<file path="src/rtl/pcode_pkg.sv">
// Shared code-generator definitions: default widths, code length and FSM encoding.
// Used by pcode_addr_gen, pcode_phase_acc and pcode_rom.
package pcode_pkg;

  localparam int unsigned ACC_W    = 32;
  localparam int unsigned ADDR_W   = 16;
  localparam int unsigned CODE_LEN = 40960;

  typedef enum logic {
    IDLE = 1'b0,
    RUN  = 1'b1
  } pcode_state_e;

endpackage

</file>
<file path="src/rtl/pcode_phase_acc.sv">
// Code-phase accumulator: adds fcw each advance cycle; tick is the carry out of the MSB.
// tick is combinational so the address counter steps on the same edge the accumulator wraps.
module pcode_phase_acc #(
  parameter int unsigned ACC_W = pcode_pkg::ACC_W
) (
  input  logic             clk,
  input  logic             rst,
  input  logic             clr,
  input  logic             adv,
  input  logic [ACC_W-1:0] fcw,
  output logic             tick
);

  logic [ACC_W-1:0] acc_q;
  logic [ACC_W:0]   sum_c;

  assign sum_c = {1'b0, acc_q} + {1'b0, fcw};
  assign tick  = adv & ~clr & sum_c[ACC_W];

  // Phase register: clear on load, accumulate when advancing, otherwise hold
  always_ff @(posedge clk) begin
    if (rst) begin
      acc_q <= '0;
    end else if (clr) begin
      acc_q <= '0;
    end else if (adv) begin
      acc_q <= sum_c[ACC_W-1:0];
    end
  end

endmodule

</file>
<file path="src/rtl/pcode_addr_gen.sv">
// Code-phase NCO: steps pcode_addr at the programmed chip rate, wraps at CODE_LEN, and
// realigns the registered ROM lanes into chip/chip_valid/epoch two cycles after each
// address update.
// Optional build macro PCODE_EPOCH_CNT_EN adds epoch_cnt[15:0] (epoch pulse counter).
module pcode_addr_gen #(
  parameter int unsigned ACC_W    = pcode_pkg::ACC_W,
  parameter int unsigned ADDR_W   = pcode_pkg::ADDR_W,
  parameter int unsigned CODE_LEN = pcode_pkg::CODE_LEN
) (
  input  logic              clk,
  input  logic              rst,
  input  logic              en,
  input  logic              load,
  input  logic [ADDR_W-1:0] load_addr,
  input  logic              stop,
  input  logic [ACC_W-1:0]  fcw,
  output logic [ADDR_W-1:0] pcode_addr,
  input  logic              pcode_0,
  input  logic              pcode_1,
  input  logic              pcode_2,
  input  logic              pcode_3,
  input  logic              pcode_4,
  input  logic              pcode_5,
  input  logic              pcode_6,
  input  logic              pcode_7,
  output logic [7:0]        chip,
  output logic              chip_valid,
  output logic              epoch,
`ifdef PCODE_EPOCH_CNT_EN
  output logic [15:0]       epoch_cnt,
`endif
  output logic              running
);

  import pcode_pkg::*;

  pcode_state_e state_q, state_d;
  logic         load_go_c;
  logic         adv_c;
  logic         tick;
  logic         nf0_q, nf1_q;
  logic         zero1_q;

  // Next state: stop beats load; load restarts from either state; advance only in RUN
  always_comb begin
    state_d   = state_q;
    load_go_c = 1'b0;
    adv_c     = 1'b0;
    if (stop) begin
      state_d = IDLE;
    end else if (load) begin
      state_d   = RUN;
      load_go_c = 1'b1;
    end else if (state_q == RUN && en) begin
      adv_c = 1'b1;
    end
  end

  // State register and registered running flag
  always_ff @(posedge clk) begin
    if (rst) begin
      state_q <= IDLE;
      running <= 1'b0;
    end else begin
      state_q <= state_d;
      running <= (state_d == RUN);
    end
  end

  pcode_phase_acc #(
    .ACC_W (ACC_W)
  ) u_phase_acc (
    .clk  (clk),
    .rst  (rst),
    .clr  (load_go_c),
    .adv  (adv_c),
    .fcw  (fcw),
    .tick (tick)
  );

  // Address counter: out-of-range load addresses start at chip 0
  always_ff @(posedge clk) begin
    if (rst) begin
      pcode_addr <= '0;
    end else if (load_go_c) begin
      pcode_addr <= (32'(load_addr) >= 32'(CODE_LEN)) ? '0 : load_addr;
    end else if (tick) begin
      pcode_addr <= (pcode_addr == ADDR_W'(CODE_LEN - 1)) ? '0 : pcode_addr + ADDR_W'(1);
    end
  end

  // Alignment pipeline: nf0 marks a fresh address, nf1 marks ROM data valid for it
  always_ff @(posedge clk) begin
    if (rst) begin
      nf0_q      <= 1'b0;
      nf1_q      <= 1'b0;
      zero1_q    <= 1'b0;
      chip       <= '0;
      chip_valid <= 1'b0;
      epoch      <= 1'b0;
    end else begin
      nf0_q      <= load_go_c | tick;
      nf1_q      <= nf0_q;
      zero1_q    <= (pcode_addr == '0);
      chip_valid <= nf1_q;
      epoch      <= nf1_q & zero1_q;
      if (nf1_q) begin
        chip <= {pcode_7, pcode_6, pcode_5, pcode_4, pcode_3, pcode_2, pcode_1, pcode_0};
      end
    end
  end

`ifdef PCODE_EPOCH_CNT_EN
  // Epoch counter: cleared by an accepted load, counts alongside the epoch strobe
  always_ff @(posedge clk) begin
    if (rst) begin
      epoch_cnt <= '0;
    end else if (load_go_c) begin
      epoch_cnt <= '0;
    end else if (nf1_q & zero1_q) begin
      epoch_cnt <= epoch_cnt + 16'd1;
    end
  end
`endif

endmodule

</file>
<file path="config.mk">
export PLATFORM = sky130hd
export DESIGN_NAME = pcode_addr_gen
export DESIGN_NICKNAME = d
export VERILOG_FILES = /design/src/rtl/pcode_pkg.sv /design/src/rtl/pcode_phase_acc.sv /design/src/rtl/pcode_addr_gen.sv
export SDC_FILE = /design/constraint.sdc
export NUM_CORES = 1
export LEC_CHECK = 0
export ABC_AREA = 1
export CAP_MARGIN = 40
export CORE_ASPECT_RATIO = 1.25
export CORE_MARGIN = 1
export CORE_UTILIZATION = 45
export CTS_BUF_LIST = sky130_fd_sc_hd__clkbuf_8
export DETAILED_ROUTE_END_ITERATION = 8
export PLACE_DENSITY_LB_ADDON = 0.3
export SYNTH_ARGS = -nofsm -noshare
export SYNTH_HDL_FRONTEND = slang
export SYNTH_SLANG_ARGS = --single-unit
</file>
<file path="constraint.sdc">
create_clock -name clk -period 2.4 [get_ports clk]
set_input_delay 0.48 -clock clk [delete_from_list [all_inputs] [get_ports clk]]
set_output_delay 0.48 -clock clk [all_outputs]
set_load 0.05 [all_outputs]
</file>
# Word-level counts from Yosys, hierarchy flattened
# Index checks and enable logic that the tools add are counted.
# totals
regBits	62
output_inout_bits	27
# op_classes
add_sub_neg	2
n_lt_le_gt_ge	1
n_eq_ne	1
n_mux	9
bitwise	5
n_reduce_logical	5
# op_table
op	n
two-way mux 16 bit	4
adder 32 x 32 -> 33 bit	1
adder 16 x 1 -> 16 bit (second input constant)	1
== test 16 bit (second input constant)	1
greater-or-equal comparator 16 bit (second input constant)	1
logical NOT 16 bit	1
two-way mux 1 bit	5
OR reduction 2 bit	2
AND 1 bit	3
nonzero test 2 bit	1
logical AND 1 bit	1
inverter 1 bit	1
bitwise OR 1 bit	1

# Depth between registers and ports, before layout
# Gate-level depths: netlist of run 1.
# depth
word_depth	8
ltp_mapped	16

# Modules after synthesis
# From an unflattened synthesis of run 1, not the netlist that was laid out.
# unflattened
cells_unflattened	927
area_unflattened_um2	5358.9
# modules_own_cells
mod	instances	cells_per_inst	area_each_um2	seq_area_each_um2
pcode_phase_acc	1	688	3723.6	640.6
pcode_addr_gen	1	239	1635.3	600.6

# Least setup slack after synthesis of run 1
# No wires, ideal clock.
# synth_timing
path_type	input-to-reg
start	input fcw[0]
end	register pcode_addr[7]
t_arrival_ns	1.989
t_required_ns	2.285
setup_slack_ns	0.297
path_stages	15
n_path_buf	1
path_cell_list	ha_1 fa_1 nand2_1 nand2_1 nand3_1 nand2_1 nand2_1 nand2_2 nand2_1 nand2_1 nand2_2 nand2_2 buf_6 nor2_1 nor2_1
# synth_via
elab_chain_len	3
# synth_rtl
item	line	rtl
from (decl)	pcode_addr_gen.sv:16	input logic [ACC_W-1:0] fcw,
adder 32 x 32 -> 33 bit	pcode_phase_acc.sv:17	assign sum_c = {1'b0, acc_q} + {1'b0, fcw};
AND 1 bit	pcode_phase_acc.sv:18	assign tick = adv & ~clr & sum_c[ACC_W];
nonzero test 2 bit (no source line)	-	
to (signal assigned)	pcode_addr_gen.sv:86	pcode_addr <= (32'(load_addr) >= 32'(CODE_LEN)) ? '0 : load_addr;
to (signal assigned)	pcode_addr_gen.sv:88	pcode_addr <= (pcode_addr == ADDR_W'(CODE_LEN - 1)) ? '0 : pcode_addr + ADDR_W'(1);
to (decl)	pcode_addr_gen.sv:17	output logic [ADDR_W-1:0] pcode_addr,
# Every way passes these cells.
# A chain may end at the register's enable or synchronous reset.

# Worst setup path after layout of run 1
# layout_timing
start	input fcw[19]
end	register pcode_addr[3]
# Same word-level chain as after synthesis.

==> reports/metrics.cfg, run 1 <==
[setup_path]
startpoint_type=input pin
path_depth=14
critPathRequiredTime_ps=2690
cpMaxStageDelayCell=clkdlybuf4s50_1
path_buf_inv=2
path_delay_family=simple AND/OR/NAND/NOR gates
worst-endpoint-arrival_ps=2550
cp_max_fo=6
endpoint_kind=flip-flop
rr_endpoint=pcode_addr[3]
cpMostUsedCell=nand2_1
r2r_slack_ps=380
crit_path_max_incr_delay_ps=410
rr_worst_depth=13
worstReg2RegStart=u_phase_acc.acc_q[19]
critical_path.startpoint=fcw[19]
crit_path_end=pcode_addr[3]
path_cells=clkdlybuf4s50_1, ha_1, a21oi_1, nand2_1, nand2_1, nand2_1, a21oi_1, nand2_1, nand2_2, nand2_2, buf_4, nand2_1, nand2_1, nor2_1
crit_type=input pin to flip-flop

[clock_network]
clockRootBuffer=clkbuf_8
cts_sinks=62
tritoncts=yes
cts_max_level=3
clk_latency_ps=360
clockBufferDepth=2
numCtsBuffers=9
cts.clk_slew.worst_paths_ps=80
cts_hold_buf=0

[placement]
portBuffers=87
hpwlAfterDp_um=10950
dp_worst_setup_slack_ps=-264.8
place.gp.congestion=0.9207

[routing]
vias=5761
routed_wl_um=14070
wl_per_cell_um=11.94
antenna_left=0
vias_per_cell=4.890
drt-initial-drc-count=270
drcViolationCount=0
drtPass1Iterations=5

[synthesis]
synth_edf_count=0
netlist_instances=881
synth_top_area_share=0.2451
synth_area_um2=5064
syn_area_per_cell_um2=5.748
synth_cell_type_count=33
syn-num-nets=977
yosysSeqAreaShare=0.2451
synth_area_leaders=dfxtp_1, nand2_1, nor2_1
async_flop_share=0
synth_area_leader_cell=dfxtp_1
yosysWarnings=0
ys_seq_elements=62
synth_ff_type=dfxtp_1

[power]
finalPower_w=0.002838
peakVddDrop_mv=0.3413
power_density_nw_per_um2=412.2
p_leak_nw=3.750

[final_layout]
final_common_cell=nand2_1
nFillCells=1014
regArea_um2=1241
mostFrequentLayoutCells=nand2_1, nor2_1, inv_1
fin_nets=1137
multi_input_area_um2=3197
n_antenna_cell=0
synthToLayoutAreaGrowth_pct=35.98
final_util=0.6391
layout-drive-gt1-share=0.1099

[timing]
fin_crit_sh=0.9420
fin_tns_setup_ps=0
hold_viol=0
setup_slack_ps=139.2
final-setup-viol-count=0
tightestPinTransition_ps=530.1
skew_ps=12.63
drv_slew=0
relSlewSlack=0.6455
fin_crit_ps=2261
rsz0062_at_grt=yes
clock.fmax_ghz=0.4423

[job]
cap_violations=0

[grt]
antenna_found_initial=0
grt.overflow.total=0
grt_max_degree=48
grt_pass1_wl_um=23670
grt_pass1_vias=5359
grtUsageTotal=0.2476

[worst_hold_path]
holdCritPathClass=flip-flop to flip-flop

[floorplan]
pin_count=88
core_area_um2=10770
row_count=42
start_util=0.4700
die_w_um=96.88
dieArea_um2=11680
dieHeight_um=120.6

[status]
outcome=finished, final reports clean

==> worst register-to-register path, cell delays in order (launching register included) <==
cell and delay (ps):
dfxtp_1 320, ha_1 310, a21oi_1 290, nand2_1 90
nand2_1 120, nand2_1 100, a21oi_1 160, nand2_1 80
nand2_2 80, nand2_2 70, buf_4 150, nand2_1 50
nand2_1 40, nor2_1 90
==> cell usage after synthesis, drive strengths merged (7+ instances only) <==
library cell and count:
clkbuf 7, dfxtp 62, nand2 260, o21ai 44, nor2 157, nor3 11, nand4 11, ha 34
inv 144, buf 12, xor2 16, a21oi 33, nand3 66
==> layout make-up <==
cell class	instances	share of cell area
Sequential cell	62	0.1803
Clock buffer	11	0.02199
Timing Repair Buffer	168	0.2184
Clock inverter	5	0.01181
Tap cell	132	0.02399
Inverter	145	0.07923
Multi-Input combinational cell	655	0.4643
==> sequential cells by signal, summed over array words and instances (netlist names) <==
register,count
zero1_q,1
nf0_q,1
chip,8
chip_valid,1
state_q,1
pcode_addr,16
nf1_q,1
epoch,1
u_phase_acc.acc_q,32
==> power breakdown <==
group	internal [W]	leakage (nW)	switching, W
Sequential	0.00106	0.504	0.0000325
Clock	0.000642	0.116	0.000466
Combinational	0.000298	3.13	0.000342
==> metal layers <==
layer	up-vias	global-route usage	part of all wire
li1	3060	-	-
met3	24	0.04162	0.046
met1	2535	0.2913	0.44
met2	142	0.4489	0.50
met4	0	0.09049	0.020
met5	-	0	0
==> worst min path at each step <==
stage	from	to	slack [ps]	depth (start not counted)
global placement	nf0_q	nf1_q	400	2
finish	nf0_q	nf1_q	410	2
floorplan	nf0_q	nf1_q	390	2
CTS	nf0_q	nf1_q	410	2
detailed placement	nf0_q	nf1_q	400	2
global route	nf0_q	nf1_q	430	2
==> repair_timing <==
action                                  CTS  global route
endpoints found under the setup margin    0            20
resized for setup                         0             7
setup buffers                             0             0
==> logic make-up (layout without fill, tap and decap cells) <==
logic type	Yosys count	count (layout)	synth area share
simple gates	513	513	0.4129
xor+xnor	17	17	0.02940
buf+inv	164	329	0.1277
flops	62	62	0.2451
compound gates	90	90	0.09686
fa+ha+maj	35	35	0.08797
==> stage by stage <==
step | instances | cell area, um2 | hold slack (ps)
2_1_floorplan | 881 | 5064 | 388.3
4_1_cts | 1178 | 6863 | 411.5
6_report | 1178 | 6885 | 405.8
5_1_grt | 1178 | 6885 | 428.9
3_5_place_dp | 1162 | 6630 | 401.6
3_3_place_gp | 1162 | 6630 | 401.1
No activity file was read; power rests on OpenSTA's default activity.
==> run 2, diff against run 1 <==
--- a/config.mk
+++ b/config.mk
@@ -14,4 +14,5 @@
 export DETAILED_ROUTE_END_ITERATION = 8
 export PLACE_DENSITY_LB_ADDON = 0.3
+export SLEW_MARGIN = 30
 export SYNTH_ARGS = -nofsm -noshare
 export SYNTH_HDL_FRONTEND = slang
==> constraint.sdc (replaced) <==
create_clock -name clk -period 2.4 [get_ports clk]
set_input_delay 0.24 -clock clk [delete_from_list [all_inputs] [get_ports clk]]
set_output_delay 0.24 -clock clk [all_outputs]
set_load 0.05 [all_outputs]
==> reports/metrics.cfg, run 2 (synthesis results as in run 1) <==
[grt]
grt_pass1_vias=5401  ; +0.78%
grtUsageTotal=0.2455  ; -0.002131
antenna_found_initial=0  ; unchanged
grt_pass1_wl_um=23640  ; -0.12%
grt_max_degree=33  ; -31%
grt.overflow.total=0  ; unchanged

[setup_path]
rr_worst_depth=15  ; +2
endpoint_kind=flip-flop
cpMostUsedCell=nand2_1
rr_endpoint=pcode_addr[6]
worstReg2RegStart=u_phase_acc.acc_q[0]
cpMaxStageDelayCell=clkdlybuf4s50_1
path_cells=clkdlybuf4s50_1, ha_1, fa_1, nand2_1, nand2_1, nand3_1, nand2_1, nand2_1, nand2_2, nand2_1, nand2_1, nand2_2, nand2_2, inv_2, nor2_1, nor2_1
crit_path_max_incr_delay_ps=400  ; about the same
worst-endpoint-arrival_ps=2380  ; -170 ps
crit_type=input pin to flip-flop
startpoint_type=input pin
cp_max_fo=12  ; +6
critPathRequiredTime_ps=2690  ; about the same
r2r_slack_ps=310  ; -70 ps

[placement]
hpwlAfterDp_um=10750  ; -1.9%
place.gp.congestion=0.9360  ; +1.7%
portBuffers=87  ; unchanged

[job]
cap_violations=0  ; unchanged

[routing]
wl_per_cell_um=12.20  ; +2.1%
antenna_left=0  ; unchanged
drtPass1Iterations=5  ; unchanged
vias_per_cell=4.979  ; +1.8%
vias=5591  ; -3.0%
drcViolationCount=0  ; unchanged
routed_wl_um=13700  ; -2.6%
drt-initial-drc-count=290  ; +7.4%

[clock_network]
tritoncts=yes
cts.repair_timing.setup_buffer_count=0  ; unchanged
cts_hold_buf=0  ; unchanged
clockRootBuffer=clkbuf_8
clk_latency_ps=350  ; about the same
cts_sinks=62  ; unchanged
cts_resized=0  ; unchanged
cts_max_level=3  ; unchanged
numCtsBuffers=9  ; unchanged
clockBufferDepth=2  ; unchanged
cts.clk_slew.worst_paths_ps=80  ; about the same

[power]
peakVddDrop_mv=0.3472  ; +1.7%
power_density_nw_per_um2=426.1  ; +3.4%
finalPower_w=0.002738  ; -3.5%
p_leak_nw=3.474  ; -7.3%

[timing]
final-setup-viol-count=0  ; unchanged
hold_viol=0  ; unchanged
skew_ps=12.49  ; -0.1445 ps
fin_crit_ps=2099  ; -162.3 ps
relSlewSlack=0.6470  ; +0.001551
fin_crit_sh=0.8744  ; -0.06763
fin_tns_setup_ps=0  ; unchanged
clock.fmax_ghz=0.4765  ; +7.7%
rsz0062_at_grt=no
drv_slew=0  ; unchanged
tightestPinTransition_ps=527.8  ; -2.319 ps

[final_layout]
largest_reg_flops=32  ; unchanged
n_antenna_cell=0  ; unchanged
regMostFlops=u_phase_acc.acc_q
reg_top3=u_phase_acc.acc_q (32), pcode_addr (16), chip (8)
fin_nets=1082  ; -4.8%
final_common_cell=nand2_1
nFillCells=1057  ; +4.2%
mostFrequentLayoutCells=nand2_1, nor2_1, inv_1
layout-drive-gt1-share=0.05550  ; -0.05444
multi_input_area_um2=3176  ; -0.67%
regArea_um2=1241  ; unchanged
synthToLayoutAreaGrowth_pct=26.91

[worst_hold_path]
min-delay-start=nf0_q
min_path_cells=2  ; unchanged
holdCritPathClass=flip-flop to flip-flop
whs_endpoint=nf1_q

[floorplan]
row_count=42  ; unchanged
dieArea_um2=11680  ; unchanged
dieHeight_um=120.6  ; unchanged
start_util=0.4700  ; unchanged
core_area_um2=10770  ; unchanged
pin_count=88  ; unchanged
die_w_um=96.88  ; unchanged

[status]
outcome=finished, final reports clean

run 2: where the power goes:
| part | total (W) | leakage [nW] | switching (W) | internal, W |
|---|---|---|---|---|
| combinational | 0.000573 | 2.86 | 0.000327 | 0.000246 |
| clock | 0.00107 | 0.106 | 0.000486 | 0.000588 |
| sequential | 0.00109 | 0.504 | 0.0000327 | 0.00106 |
| total | 0.00274 | 3.47 | 0.000845 | 0.00189 |
run 2: area by class of cell:
| cell class | instances | share of cell area |
|---|---|---|
| Clock buffer | 9 | 0.01928 |
| Clock inverter | 7 | 0.01519 |
| Inverter | 145 | 0.08470 |
| Multi-Input combinational cell | 655 | 0.4942 |
| Sequential cell | 62 | 0.1931 |
| Tap cell | 132 | 0.02570 |
| Timing Repair Buffer | 113 | 0.1678 |
run 2: worst max path at each step:
stage | from | end | slack [ps]
final | fcw[0] | pcode_addr[6] | 300
after global routing | u_phase_acc.acc_q[0] | pcode_addr[12] | 120
after CTS | u_phase_acc.acc_q[0] | pcode_addr[6] | 280
after detailed placement | fcw[0] | pcode_addr[6] | -70
after global placement | fcw[0] | pcode_addr[13] | 9
after floorplan | pcode_addr[1] | pcode_addr[11] | 400
run 2: routing by layer:
| metal | global-route usage | wire [um] |
|---|---|---|
| met1 | 0.2919 | 5818 |
| met2 | 0.4366 | 6802 |
| met3 | 0.04393 | 748 |
| met4 | 0.09515 | 330 |
| met5 | 0 | 0 |
run 2: critical path, delay by kind of cell:
family	cells	cell delay (ps)
fa+ha+maj	2	600
buf+inv	2	610
simple gates	12	920
run 2: through the flow:
step	hold WS, ps	std cells	instance area [um2]	setup WS, ps	util
floorplan	311.2	881	5064	398.8	-
global placement	400.1	1107	6205	9.206	0.5760
detailed placement	413.5	1107	6205	-67.34	0.5760
CTS	428.7	1123	6426	284.3	0.5965
global route	450.9	1123	6426	121.6	0.5965
finish	427.0	1123	6426	301.5	0.5965
==> variant, RTL diff (flow settings as in run 1) <==
The option `PCODE_EPOCH_CNT_EN` is turned on by a define.
--- a/src/rtl/pcode_addr_gen.sv
+++ b/src/rtl/pcode_addr_gen.sv
@@ -2,6 +2,8 @@
 // realigns the registered ROM lanes into chip/chip_valid/epoch two cycles after each
 // address update.
 // Optional build macro PCODE_EPOCH_CNT_EN adds epoch_cnt[15:0] (epoch pulse counter).
+`define PCODE_EPOCH_CNT_EN
+
 module pcode_addr_gen #(
   parameter int unsigned ACC_W    = pcode_pkg::ACC_W,
   parameter int unsigned ADDR_W   = pcode_pkg::ADDR_W,
Check against the original RTL (old outputs only; new: epoch_cnt): equivalent (equiv_simple and equiv_induct, registers matched by name and starting in step).
==> variant against run 1 <==
Clock power is 6% higher; combinational power is 3% higher; wire length is 15% higher; setup slack better by 0.014 ns; critical path depth is 3 higher; area after synthesis is 15% higher; sequential cell count is 16 higher; final area is 13% higher; die area is 15% higher; total power is 12% higher; hold slack better by 0.0049 ns; highest routed layer unchanged.
==> variant: results <==
set metrics [dict create \
    drt_first_iter_violations 264 \
    grt_antenna_before_repair 0 \
    critical_path_peak_fanout 10 \
    n_multi_input_combinational_cell 710 \
    post_synth_most_frequent_cells "nand2_1, nor2_1, inv_1, dfxtp_1, nand3_1" \
    register_share_of_total_power_pct 42.6 \
    gpl.final_weighted_congestion 0.933 \
    cellLeakagePower_nw 4.02 \
    report.power.total_mw 3.19 \
    reg.largest.list "u_phase_acc.acc_q x32, epoch_cnt x16, pcode_addr x16" \
    clockNetworkAreaShare_pct 2.93 \
    power_report.internal_total_mw 2.22 \
    die_area_um2 13400 \
    grt_pass1_wl_um 26600 \
    clk_latency_ns 0.38 \
    finish.instance_area_um2 7810 \
    io_buffer_count 103 \
    fin_worst_skew_ns 0.0157 \
    largest_net_degree_at_the_start_of_global_routing 37 \
    synth_area_in_compound_gates_pct 10.6 \
    drt-wirelength-per-cell_um 12.4 \
    worst_hold_launch "nf0_q" \
    layout.buffer.nonclock.area_share_pct 21.2 \
    dp.final_hpwl_um 12800 \
    r2r-start "u_phase_acc.acc_q[0]" \
    synthesis.nets 1058 \
    groute.usage.overall_pct 24.5 \
    proportion_of_cell_area_occupied_by_multi_input_gates_pct 45.7 \
    nNonClkInverters 154 \
    detailed_place.area_um2 7580 \
    filler_cell_count 1260 \
    worstHoldPathType "flop to flop" \
    synthXorXnorAreaFrac_pct 4.21 \
    drive_gt1_share_pct 11.4 \
    num-nonclk-buffers 183 \
    final_net_count 1233 \
    max-slew-margin-rel_pct 60.3 \
    layout.area.seq_um2 1560 \
    critical_path_arrival_ns 2.55 \
    drv.max_cap_violation_count 0 \
    power.share.combinational_pct 20.5 \
    netlist_instances 961 \
    ys_types 38 \
    final_cells 1309 \
    run_status "complete, no violations" \
    synth_adder_area_share_pct 7.87 \
    cp-startpoint "fcw[0]" \
    pre_cts_slack_ns -0.344 \
    grt_pass1_vias 5951 \
    synth.area.top_cells "dfxtp_1, nand2_1, nor2_1" \
    numSequentialCells 78 \
    dr_total_vias 6370 \
    power.ir.vdd_worst_mv 0.288 \
    yosysSeqAreaShare_pct 26.8 \
]
[variant: changes by cell type after synthesis, sizes merged, moves of 3 or more]
| cell | delta |
|---|---|
| a21oi | +11 |
| dfxtp | +16 |
| inv | +8 |
| nand3 | -6 |
| nor2 | +14 |
| nor3 | +6 |
| nor4 | +3 |
| o21ai | +12 |
| xor2 | +10 |
[variant: routing by layer]
metal	vias to the layer above	share of wire (%)	global-route usage, %
met5	-	0	0
met4	0	2.7	11.3
met3	32	4.3	4.23
met2	155	50	45.2
met1	2829	43	27.8
li1	3354	-	-
[variant: worst paths after layout]
| kind | endpoint | slack (ns) | cells after the start |
|---|---|---|---|
| hold / removal | nf1_q | 0.41 | 2 |
| setup reg to reg | pcode_addr[2] | 0.36 | 16 |
| setup / recovery | pcode_addr[2] | 0.15 | 17 |
| hold reg to reg | nf1_q | 0.41 | 2 |
[variant: worst min-delay path: stages, from the launching register on]
cell and delay [ns]:
dfxtp_1 0.31, inv_1 0.04, nor2_1 0.03
